<file path="src/rtl/eth_pkg.sv">
// rtl/eth_pkg.sv - Ethernet RX framing constants, parser states and drop causes
package eth_pkg;

  localparam logic [7:0]  PREAMBLE_BYTE = 8'h55;
  localparam logic [7:0]  SFD_BYTE      = 8'hD5;
  localparam int          LEN_ADDR      = 6;
  localparam int          LEN_LEN       = 2;
  localparam int          LEN_CRC       = 4;
  localparam int          MAX_PAYLOAD   = 1500;
  localparam logic [15:0] TYPE_MIN      = 16'h0600;
  localparam logic [47:0] BROADCAST_MAC = 48'hFFFF_FFFF_FFFF;

  typedef enum logic [2:0] {
    IDLE     = 3'd0,
    PREAMBLE = 3'd1,
    DEST_MAC = 3'd2,
    SRC_MAC  = 3'd3,
    LEN      = 3'd4,
    PAYLOAD  = 3'd5,
    CHECK    = 3'd6,
    DISCARD  = 3'd7
  } rx_state_t;

  typedef enum logic [2:0] {
    ERR_NONE      = 3'd0,
    ERR_CRC       = 3'd1,
    ERR_RUNT      = 3'd2,
    ERR_OVERSIZE  = 3'd3,
    ERR_RX_ER     = 3'd4,
    ERR_FIFO_FULL = 3'd5,
    ERR_ADDR      = 3'd6
  } rx_err_t;

  // One byte of the reflected Ethernet CRC-32 (poly 0xEDB88320), LSB first.
  function automatic logic [31:0] crc32_step(input logic [31:0] crc, input logic [7:0] data);
    logic [31:0] r;
    r = crc ^ {24'h0, data};
    for (int i = 0; i < 8; i++) begin
      r = r[0] ? ((r >> 1) ^ 32'hEDB8_8320) : (r >> 1);
    end
    return r;
  endfunction

endpackage

</file>
<file path="src/rtl/crc32_comb.sv">
// rtl/crc32_comb.sv - Running Ethernet CRC-32 with combinational byte update
module crc32_comb
  import eth_pkg::*;
(
  input  logic        clk_i,
  input  logic        rst_ni,
  input  logic        crc_reset_i,
  input  logic        update_crc_i,
  input  logic [7:0]  data_i,
  output logic [31:0] crc_o
);

  logic [31:0] crc_q, crc_d;
  logic [31:0] fcs;

  // Next CRC: restart on reset request, otherwise fold in one byte when asked.
  always_comb begin
    crc_d = crc_q;
    if (crc_reset_i) begin
      crc_d = 32'hFFFF_FFFF;
    end else if (update_crc_i) begin
      crc_d = crc32_step(crc_q, data_i);
    end
  end

  // CRC accumulator register.
  always_ff @(posedge clk_i or negedge rst_ni) begin
    if (!rst_ni) crc_q <= 32'hFFFF_FFFF;
    else         crc_q <= crc_d;
  end

  // Result is byte-ordered as it appears on the wire: first FCS byte in [31:24].
  assign fcs   = ~crc_q;
  assign crc_o = {fcs[7:0], fcs[15:8], fcs[23:16], fcs[31:24]};

endmodule

</file>
<file path="src/rtl/decapsulation.sv">
// rtl/decapsulation.sv - GMII RX frame parser: address filter, FCS check, payload to RX FIFO
module decapsulation
  import eth_pkg::*;
#(
  parameter logic [47:0] own_mac_addr = 48'h023528fbdd66,
  parameter bit          PROMISC      = 1'b0,
  parameter int          MIN_FRAME    = 64,
  parameter int          MAX_FRAME    = 1518
) (
  input  logic        eth_rx_clk,
  input  logic        rst,
  input  logic [7:0]  gmii_rxd,
  input  logic        gmii_rx_dv,
  input  logic        gmii_rx_er,
  input  logic        bf_out_buffer_full,
  output logic [7:0]  ff_in_data,
  output logic        ff_in_w_en,
  output logic        bf_in_pct_rxed,
  output logic        bf_in_pct_drop,
  output logic [47:0] rx_src_mac,
  output logic [15:0] rx_len,
  output logic [2:0]  rx_err_code
);

  localparam logic [15:0] FRAME_SAT = 16'(MAX_FRAME + 1);
  localparam logic [15:0] FRAME_MAX = 16'(MAX_FRAME);
  localparam logic [15:0] FRAME_MIN = 16'(MIN_FRAME);
  localparam logic [15:0] PAY_MAX   = 16'(MAX_PAYLOAD);
  localparam logic [2:0]  LINE_FULL = 3'(LEN_CRC);
  localparam logic [2:0]  ADDR_LAST = 3'(LEN_ADDR - 1);
  localparam logic [2:0]  LEN_LAST  = 3'(LEN_LEN - 1);

  rx_state_t        state_q, state_d;
  logic             prev_dv_q;
  logic [3:0][7:0]  line_q, line_d;
  logic [2:0]       fill_q, fill_d;
  logic [2:0]       fld_q, fld_d;
  logic [15:0]      frame_cnt_q, frame_cnt_d;
  logic [15:0]      pay_cnt_q, pay_cnt_d;
  logic [15:0]      wr_cnt_q, wr_cnt_d;
  logic [39:0]      dest_q, dest_d;
  logic [47:0]      src_q, src_d;
  logic [15:0]      len_q, len_d;
  logic             er_seen_q, er_seen_d;
  logic             full_seen_q, full_seen_d;
  logic             len_bad_q, len_bad_d;
  rx_err_t          err_q, err_d;
  logic [7:0]       data_q, data_d;
  logic             w_en_q, w_en_d;
  logic             rxed_q, rxed_d;
  logic             drop_q, drop_d;
  logic [47:0]      src_mac_q, src_mac_d;
  logic [15:0]      rx_len_q, rx_len_d;
  logic [2:0]       err_code_q, err_code_d;

  logic             in_frame, out_valid, sfd_hit, addr_ok, want_write, er_now;
  logic [7:0]       out_byte;
  logic [47:0]      dest_full;
  logic [15:0]      len_full;
  logic [31:0]      crc_res;
  rx_err_t          chk_err;

  // The parser only ever sees the byte leaving the 4-byte line, so FCS stays behind.
  assign in_frame   = (state_q inside {DEST_MAC, SRC_MAC, LEN, PAYLOAD});
  assign out_valid  = in_frame && gmii_rx_dv && (fill_q == LINE_FULL);
  assign out_byte   = line_q[3];
  assign sfd_hit    = (state_q == PREAMBLE) && gmii_rx_dv && (gmii_rxd == SFD_BYTE);
  assign dest_full  = {dest_q, out_byte};
  assign len_full   = {len_q[7:0], out_byte};
  assign addr_ok    = PROMISC || (dest_full == own_mac_addr) || (dest_full == BROADCAST_MAC);
  assign want_write = (len_q >= TYPE_MIN) || (pay_cnt_q < len_q);
  assign er_now     = er_seen_q || (gmii_rx_dv && gmii_rx_er);

  crc32_comb u_crc (
    .clk_i        (eth_rx_clk),
    .rst_ni       (rst),
    .crc_reset_i  (sfd_hit),
    .update_crc_i (out_valid),
    .data_i       (out_byte),
    .crc_o        (crc_res)
  );

  // State register.
  always_ff @(posedge eth_rx_clk or negedge rst) begin
    if (!rst) state_q <= IDLE;
    else      state_q <= state_d;
  end

  // Next-state: frame boundaries come from rx_dv, field boundaries from the field counter.
  always_comb begin
    state_d = state_q;
    case (state_q)
      IDLE:     if (gmii_rx_dv && !prev_dv_q && (gmii_rxd == PREAMBLE_BYTE)) state_d = PREAMBLE;
      PREAMBLE: begin
        if (!gmii_rx_dv)                    state_d = IDLE;
        else if (gmii_rxd == SFD_BYTE)      state_d = DEST_MAC;
        else if (gmii_rxd != PREAMBLE_BYTE) state_d = DISCARD;
      end
      DEST_MAC: begin
        if (!gmii_rx_dv) state_d = CHECK;
        else if (out_valid && (fld_q == ADDR_LAST)) state_d = addr_ok ? SRC_MAC : DISCARD;
      end
      SRC_MAC: begin
        if (!gmii_rx_dv) state_d = CHECK;
        else if (out_valid && (fld_q == ADDR_LAST)) state_d = LEN;
      end
      LEN: begin
        if (!gmii_rx_dv) state_d = CHECK;
        else if (out_valid && (fld_q == LEN_LAST)) state_d = PAYLOAD;
      end
      PAYLOAD:  if (!gmii_rx_dv) state_d = CHECK;
      CHECK:    state_d = IDLE;
      DISCARD:  if (!gmii_rx_dv) state_d = IDLE;
      default:  state_d = IDLE;
    endcase
  end

  // End-of-frame verdict in fixed priority order.
  always_comb begin
    chk_err = ERR_NONE;
    if (er_seen_q)                                 chk_err = ERR_RX_ER;
    else if (full_seen_q)                          chk_err = ERR_FIFO_FULL;
    else if (len_bad_q || (frame_cnt_q > FRAME_MAX)) chk_err = ERR_OVERSIZE;
    else if (frame_cnt_q < FRAME_MIN)              chk_err = ERR_RUNT;
    else if (line_q != crc_res)                    chk_err = ERR_CRC;
  end

  // Datapath and output next-values driven by the current state.
  always_comb begin
    line_d      = line_q;
    fill_d      = fill_q;
    frame_cnt_d = frame_cnt_q;
    pay_cnt_d   = pay_cnt_q;
    wr_cnt_d    = wr_cnt_q;
    dest_d      = dest_q;
    src_d       = src_q;
    len_d       = len_q;
    er_seen_d   = er_seen_q;
    full_seen_d = full_seen_q;
    len_bad_d   = len_bad_q;
    err_d       = err_q;
    data_d      = data_q;
    w_en_d      = 1'b0;
    rxed_d      = 1'b0;
    drop_d      = 1'b0;
    src_mac_d   = src_mac_q;
    rx_len_d    = rx_len_q;
    err_code_d  = err_code_q;
    fld_d       = (state_d != state_q) ? 3'd0 : (fld_q + {2'b00, out_valid});

    if (sfd_hit) begin
      fill_d      = 3'd0;
      frame_cnt_d = 16'd0;
      pay_cnt_d   = 16'd0;
      wr_cnt_d    = 16'd0;
      er_seen_d   = 1'b0;
      full_seen_d = 1'b0;
      len_bad_d   = 1'b0;
      err_d       = ERR_NONE;
    end

    if (in_frame && gmii_rx_dv) begin
      line_d = {line_q[2:0], gmii_rxd};
      if (fill_q != LINE_FULL)      fill_d      = fill_q + 3'd1;
      if (frame_cnt_q != FRAME_SAT) frame_cnt_d = frame_cnt_q + 16'd1;
      if (gmii_rx_er)               er_seen_d   = 1'b1;
    end

    if (out_valid) begin
      case (state_q)
        DEST_MAC: begin
          dest_d = dest_full[39:0];
          if ((fld_q == ADDR_LAST) && !addr_ok) err_d = ERR_ADDR;
        end
        SRC_MAC: src_d = {src_q[39:0], out_byte};
        LEN: begin
          len_d = len_full;
          if ((fld_q == LEN_LAST) && (len_full > PAY_MAX) && (len_full < TYPE_MIN)) len_bad_d = 1'b1;
        end
        PAYLOAD: begin
          if (pay_cnt_q != FRAME_SAT) pay_cnt_d = pay_cnt_q + 16'd1;
          if (want_write && !len_bad_q && !er_now && !full_seen_q) begin
            if (bf_out_buffer_full) begin
              full_seen_d = 1'b1;
            end else begin
              w_en_d   = 1'b1;
              data_d   = out_byte;
              wr_cnt_d = wr_cnt_q + 16'd1;
            end
          end
        end
        default: ;
      endcase
    end

    if (state_q == CHECK) begin
      wr_cnt_d = 16'd0;
      if (chk_err != ERR_NONE) begin
        drop_d     = 1'b1;
        err_code_d = chk_err;
      end else begin
        rxed_d    = 1'b1;
        src_mac_d = src_q;
        rx_len_d  = wr_cnt_q;
      end
    end

    // A discarded frame only needs a drop pulse if something already reached the FIFO.
    if ((state_q == DISCARD) && !gmii_rx_dv) begin
      wr_cnt_d = 16'd0;
      if (wr_cnt_q != 16'd0) begin
        drop_d     = 1'b1;
        err_code_d = err_q;
      end
    end
  end

  // Datapath and output registers; prev_dv resets high so a frame tail is ignored.
  always_ff @(posedge eth_rx_clk or negedge rst) begin
    if (!rst) begin
      prev_dv_q   <= 1'b1;
      line_q      <= '0;
      fill_q      <= 3'd0;
      fld_q       <= 3'd0;
      frame_cnt_q <= 16'd0;
      pay_cnt_q   <= 16'd0;
      wr_cnt_q    <= 16'd0;
      dest_q      <= 40'd0;
      src_q       <= 48'd0;
      len_q       <= 16'd0;
      er_seen_q   <= 1'b0;
      full_seen_q <= 1'b0;
      len_bad_q   <= 1'b0;
      err_q       <= ERR_NONE;
      data_q      <= 8'd0;
      w_en_q      <= 1'b0;
      rxed_q      <= 1'b0;
      drop_q      <= 1'b0;
      src_mac_q   <= 48'd0;
      rx_len_q    <= 16'd0;
      err_code_q  <= 3'd0;
    end else begin
      prev_dv_q   <= gmii_rx_dv;
      line_q      <= line_d;
      fill_q      <= fill_d;
      fld_q       <= fld_d;
      frame_cnt_q <= frame_cnt_d;
      pay_cnt_q   <= pay_cnt_d;
      wr_cnt_q    <= wr_cnt_d;
      dest_q      <= dest_d;
      src_q       <= src_d;
      len_q       <= len_d;
      er_seen_q   <= er_seen_d;
      full_seen_q <= full_seen_d;
      len_bad_q   <= len_bad_d;
      err_q       <= err_d;
      data_q      <= data_d;
      w_en_q      <= w_en_d;
      rxed_q      <= rxed_d;
      drop_q      <= drop_d;
      src_mac_q   <= src_mac_d;
      rx_len_q    <= rx_len_d;
      err_code_q  <= err_code_d;
    end
  end

  assign ff_in_data     = data_q;
  assign ff_in_w_en     = w_en_q;
  assign bf_in_pct_rxed = rxed_q;
  assign bf_in_pct_drop = drop_q;
  assign rx_src_mac     = src_mac_q;
  assign rx_len         = rx_len_q;
  assign rx_err_code    = err_code_q;

endmodule

</file>
<file path="config.mk">
export PLATFORM = sky130hd
export DESIGN_NAME = decapsulation
export DESIGN_NICKNAME = d
export VERILOG_FILES = /design/src/rtl/eth_pkg.sv /design/src/rtl/crc32_comb.sv /design/src/rtl/decapsulation.sv
export SDC_FILE = /design/constraint.sdc
export NUM_CORES = 1
export LEC_CHECK = 0
export ABC_AREA = 1
export BUFFER_PORTS_ARGS = -buffer_cell sky130_fd_sc_hd__buf_2
export CAP_MARGIN = 20
export CORE_AREA = 3 3 173 175
export CTS_CLUSTER_DIAMETER = 60
export DETAILED_ROUTE_END_ITERATION = 7
export DIE_AREA = 0 0 176 178
export GPL_TIMING_DRIVEN = 0
export HOLD_SLACK_MARGIN = 0.15
export PLACE_DENSITY = 0.72
export SLEW_MARGIN = 15
export SYNTH_ARGS = -nofsm -noshare
export SYNTH_HDL_FRONTEND = slang
export SYNTH_SLANG_ARGS = --single-unit
</file>
<file path="constraint.sdc">
create_clock -name eth_rx_clk -period 5.8 [get_ports eth_rx_clk]
set_input_delay 0.29 -clock eth_rx_clk [delete_from_list [all_inputs] [get_ports eth_rx_clk]]
set_output_delay 0.29 -clock eth_rx_clk [all_outputs]
set_load 0.01 [all_outputs]
</file>
* Yosys cells after proc, flatten, opt, wreduce, memory -nomap -nowiden
Cells that the tools add are included.
** Word-level totals
- Bits in registers :: 310
- Bits in latches :: 0
- Memory bits (writable) :: 0
- Memory bits (read-only) :: 0
- Input bits :: 13
- Output and inout port bits :: 78
- Logic and storage cells :: 182
- Memories :: 0
** Operators by class
- $add $sub $neg :: 5
- Multipliers :: 0
- Div/mod/pow operators :: 0
- Order comparisons :: 6
- Eq/ne operators :: 20
- Shift-type cells :: 0
- Multiplexer cells :: 77
- Bitwise logic cells :: 12
- Reductions and logical operators :: 36
** Operator list (count)
- $mux W32 :: 10
- $mux W16 :: 14
- $not A13 Y14 :: 8
- $mux W3 :: 27
- $add A16 B1 Y16 const B :: 3
- $eq A48 B42 Y1 const B :: 1
- $eq A48 B48 Y1 const B :: 1
- $gt A16 B11 Y1 const B :: 2
- $ne A16 B11 Y1 const B :: 2
- $ne A32 B32 Y1 :: 1
- $not A32 Y32 :: 1
- $xor A32 B8 Y32 :: 1
- $pmux W3 S8 :: 1
- $mux W1 :: 23
- $eq A3 B3 Y1 const B :: 6
- $ge A16 B11 Y1 const B :: 1
- $logic_and A1 B1 Y1 :: 16
- $lt A16 B11 Y1 const B :: 1
- $lt A16 B16 Y1 :: 1
- $lt A16 B7 Y1 const B :: 1
- $reduce_bool A16 Y1 :: 1
- $eq A8 B7 Y1 const B :: 1
- $eq A8 B8 Y1 const B :: 1
- $ne A8 B7 Y1 const B :: 1
- 16 further kinds :: 31

* Longest topological paths before layout
- Depth after elaboration :: 19
- Depth in mapped cells :: 18
- Gate-level depth less buffers :: 16

* Hierarchy
A second synthesis with hierarchy kept.
** Unflattened totals
- Cells, all modules :: 2006
- Area, all modules :: 16144.2 um^2
** By module, submodules not included
- decapsulation :: instances 1, cells each 1626, area each 13609.3 um^2, sequential area each 6957.9 um^2
- crc32_comb :: instances 1, cells each 380, area each 2534.9 um^2, sequential area each 840.8 um^2

* Worst setup path after synthesis
No wires, ideal clock.
- Path type :: register -> register
- Start point :: register u_crc.crc_q[1]
- End point :: register src_mac_q[42] (netlist: rx_src_mac[42])
- Setup time :: 0.130 ns
- Arrival :: 2.368 ns
- Required time :: 5.670 ns
- Slack :: 3.302 ns
- Cell stages (with the launch flop) :: 16
- Buffers on the path :: 3
- Period minus slack after synthesis :: 2.498 ns
- Cell sequence :: dfstp_2 xor2_2 buf_2 ha_1 nand3_1 a21oi_1 nand2_1 nor2_1 nand2_1 o21ai_1 and2_1 nand3_2 buf_2 buf_4 nand2_1 o21ai_0
** Between the ends
- Cells in the longest elaborated chain, start to end :: 10
** RTL lines
- start, declared :: line crc32_comb.sv:13 : logic [31:0] crc_q, crc_d;
- start signal, assigned :: line crc32_comb.sv:29 : else crc_q <= crc_d;
- $not A32 Y32 :: line crc32_comb.sv:33 : assign fcs = ~crc_q;
- $ne A32 B32 Y1 :: line decapsulation.sv:125 : else if (line_q != crc_res) chk_err = ERR_CRC;
- $mux W1 :: line decapsulation.sv:125
- $mux W2 :: line decapsulation.sv:124 : else if (frame_cnt_q < FRAME_MIN) chk_err = ERR_RUNT;
- $mux W2 :: line decapsulation.sv:123 : else if (len_bad_q || (frame_cnt_q > FRAME_MAX)) chk_err = ERR_OVERSIZE;
- $mux W3 :: line decapsulation.sv:122 : else if (full_seen_q) chk_err = ERR_FIFO_FULL;
- $mux W3 :: line decapsulation.sv:121 : if (er_seen_q) chk_err = ERR_RX_ER;
- $reduce_bool A3 Y1 :: line decapsulation.sv:198 : if (chk_err != ERR_NONE) begin
- $not A1 Y1 (no line)
- $reduce_and A2 Y1 (no line)
- end signal, assigned :: line decapsulation.sv:261 : src_mac_q <= src_mac_d;
- end, declared :: line decapsulation.sv:52 : logic [47:0] src_mac_q, src_mac_d;
No other way between the ends.
A chain may end at the register's enable or synchronous reset.

* Worst setup path in the final report
- Start point :: register line_q, in the netlist out_byte[0]
- End point :: register src_mac_q[31] (netlist: rx_src_mac[31])
** Between the ends
- Cells in the longest elaborated chain, start to end :: 9
** RTL lines
- start, declared :: line decapsulation.sv:35 : logic [3:0][7:0] line_q, line_d;
- start signal, assigned :: line decapsulation.sv:244 : line_q <= line_d;
- $ne A32 B32 Y1 :: line decapsulation.sv:125
- $mux W1 :: line decapsulation.sv:125
- $mux W2 :: line decapsulation.sv:124
- $mux W2 :: line decapsulation.sv:123
- $mux W3 :: line decapsulation.sv:122
- $mux W3 :: line decapsulation.sv:121
- $reduce_bool A3 Y1 :: line decapsulation.sv:198
- $not A1 Y1 (no line)
- $reduce_and A2 Y1 (no line)
No other way between the ends.

==> results by group <==
Clock tree
  – Post-CTS Setup Repair Bufs: 0
  – TritonCTS clock tree: built
  – TritonCTS Buffers: 35
  – CTS Root Cell: clkbuf_16
  – # H-tree levels: 2
  – Worst-path clk slew: 60 ps
  – Cts hold-fix bufs: 11
  – Worst-skew pair later-pin latency: 520 ps
  – Post-CTS sizing: 0
  – Clk sinks: 310
  – Clk buf depth: 3

Yosys
  – Warnings from Yosys: 0
  – Post-synth top area share: 44.4%
  – Synth area leader: dfrtp_1
  – Syn nets: 1961
  – Number of synthesized flops with an enable pin: 0
  – Async set-reset flop share out of synthesis: 100%
  – Sequential area share after synthesis: 50.0%
  – Primary FF master, synth: dfrtp_1
  – Synthesis-stage register bit count: 310
  – Synth Cell Area: 0.0156 sq mm
  – Mean Syn Cell Area: 8.13 sq um
  – Synth unique cells: 52
  – Synth area leaders: dfrtp_1 44%, nand2_1 12%, o21ai_0 7.4%
  – Gate count of the mapped netlist: 1921
  – Most common library cells after synthesis: 513 x nand2_1, 277 x dfrtp_1, 265 x inv_1
  – Most common cell in the netlist: nand2_1

STA
  – Min cycle time layout: 3250 ps
  – Finish-stage setup viols: 0
  – Clk_skew: 30.0 ps
  – Sum Neg Setup Slack: 0 ps
  – Slew Viols, Final: 0
  – Fmax: 308 MHz
  – Slew headroom: 37.0%
  – Final hold violations: 0
  – RSZ-0062 raised after global routing: no
  – Worst-Margin Slew: 921 ps
  – Fin crit share: 56.0%

Pwr
  – Comb pwr share: 38.7%
  – Max VDD drop: 0.000426 V
  – Flop pwr share: 35.9%
  – Pwr Total: 8.58 mW
  – Total leakage power: 9.03 nW
  – Int Power: 5.25 mW
  – Switching power: 3.33 mW
  – Pwr dens: 479 mW/mm^2
  – Clock power frac: 25.4%
  – Switch share: 38.8%

Finish
  – Fillers: 2499
  – Multi-input gate area: 0.00645 sq mm
  – Flip-flop and latch area: 0.00780 sq mm
  – Synth-to-layout area growth: 14.7%
  – Layout cells sized above 1: 11.5%
  – Antenna fix cells: 0
  – Finished Core Util: 62.5%
  – Fin cells: 2471
  – Design area: 0.0179 sq mm
  – Final #Nets: 2102

GRT
  – GRT Util Overall: 25.3%
  – Antenna violations before repair: 0
  – Vias in the first global route: 12924
  – Largest net degree at the start of global routing: 106
  – GR Overflow Total: 0
  – First-pass GRT wire length: 64500 um

Setup path
  – CP Capture Type: flop
  – CP arrival: 3680 ps
  – CP Class: flop to flop
  – R2R setup slack: 2550 ps
  – Reg-to-Reg Start: out_byte[0]
  – Startpoint types: flop
  – Worst R2R Path Depth: 17
  – Reg2reg end: rx_src_mac[31]
  – Required time of the critical path: 6230 ps
  – Critical path fanouts, max: 10

Hold path
  – Hold worst-path end: er_seen_q
  – Hold Path Origin: gmii_rx_er
  – HP Class: input pin to flop
  – Hold depth: 4

Routing
  – Antenna-violating nets left: 0
  – Routed wire length: 38900 um
  – WL/cell: 15.8 um
  – First drt pass iteration count: 5
  – Vias per cell: 5.36
  – DR vias: 13244
  – Residual DRC: 0
  – 1st-iter DRT viols: 1076

Placed design
  – Port Buf Inserts: 90
  – DP Area: 0.0166 sq mm
  – Hpwl dp: 28100 um
  – Final RePlAce weighted congestion: 0.926
  – Dpl cells: 2398

Floorplan
  – FP Rows: 62
  – DIE HEIGHT: 178 um
  – I/O pins: 91
  – CORE AREA: 0.0286 sq mm
  – Initial Util: 54.5%
  – Die footprint: 0.0313 sq mm
  – Die Width: 176 um

Status
  – Status: completed

Flow run
  – Max-cap violations: 0
-- per-stage QoR --
| stage | hold WS (ps) | setup slack, ps |
|---|---|---|
| after global placement | 427 | -1350 |
| after detailed placement | 372 | 2600 |
| after global routing | 269 | 2220 |
| final | 265 | 2550 |
| after CTS | 246 | 2540 |
| after floorplan | -5.59 | 3300 |
-- layer usage --
layer	vias up	wire, um	track usage [%]	part of all wire (%)
met2	429	18300	41.7	47
met1	6293	16900	34.3	43
met5	-	0	0	0
li1	6426	-	-	-
met3	96	2400	3.79	6.2
met4	0	1290	8.97	3.3
-- layout by cell type (no fill, tap or decap), drive strengths merged, types with 2 or more instances in the layout --
master,synthesis,final
nand2,516,516
dfrtp,277,277
inv,271,272
o21ai,246,246
buf,37,130
nor2,114,114
clkbuf,36,88
nand3,80,80
xor2,64,64
a21oi,55,55
dfstp,33,33
xnor2,33,33
nor3,32,32
nand4,29,29
ha,27,27
nor4,19,19
o22ai,15,15
dlygate4sd3,0,11
a22oi,8,8
clkinv,2,8
nand3b,4,4
nor3b,4,4
a31oi,2,2
o31ai,2,2
and2,2,2
clkinvlp,0,2
-- critical path, cell delays in order, from the launching register on --
cell,delay [ps]
dfrtp_1,350
buf_2,180
inv_2,110
nand2_1,60
nand2_1,270
buf_4,300
ha_1,180
nand3_1,80
a21oi_1,170
nand2_1,70
nor2_1,140
nand2_1,140
o21ai_1,190
and2_1,160
nand3_2,130
buf_6,190
clkbuf_1,200
o21ai_0,230
-- how the worst max path moves through the flow --
stage | start | end | slack (ps)
final | out_byte[0] | rx_src_mac[31] | 2550
after global routing | out_byte[0] | rx_src_mac[29] | 2220
after CTS | out_byte[0] | rx_src_mac[31] | 2540
after detailed placement | out_byte[0] | rx_src_mac[22] | 2600
after global placement | rst | line_q[0] | -1350
after floorplan | u_crc.crc_q[1] | rx_src_mac[42] | 3300
-- power groups by stage --
stage          registers, mW  clock network [mW]  logic (mW)
5_1_grt                 3.14                2.31        3.70
4_1_cts                 3.07                2.21        3.29
3_3_place_gp            3.08                   0        3.18
2_1_floorplan           3.00                   0        2.56
3_5_place_dp            3.10                   0        3.26
6_report                3.08                2.18        3.32
-- final cells by class --
cell class / count / share of cell area, %
Sequential cell: 310 / 43.6
Multi-Input combinational cell: 1265 / 36.1
Clock buffer: 52 / 5.93
Inverter: 273 / 5.72
Timing Repair Buffer: 104 / 3.65
Tap cell: 384 / 2.68
Buffer: 73 / 1.87
Clock inverter: 10 / 0.531
-- logic make-up (layout without fill, tap and decap cells) --
kind of cell	count (synthesis)	count (layout)	share of synthesized area, %
AO/OA/AOI/OAI	340	340	11.5
XOR/XNOR	97	97	6.24
adder cells (fa/ha/maj)	27	27	2.16
buffers and inverters	346	512	8.70
flip-flops	310	310	50.0
AND/OR/NAND/NOR	801	801	21.5
-- state kept, by name, summed over array words and instances (netlist names), 16 cells and up --
signal / cells
wr_cnt_q: 16
rx_src_mac: 48
dest_q: 40
len_q: 16
rx_len: 16
u_crc.crc_q: 32
pay_cnt_q: 16
frame_cnt_q: 16
line_q: 24
src_q: 48
Power figures use the tool's default switching activity.
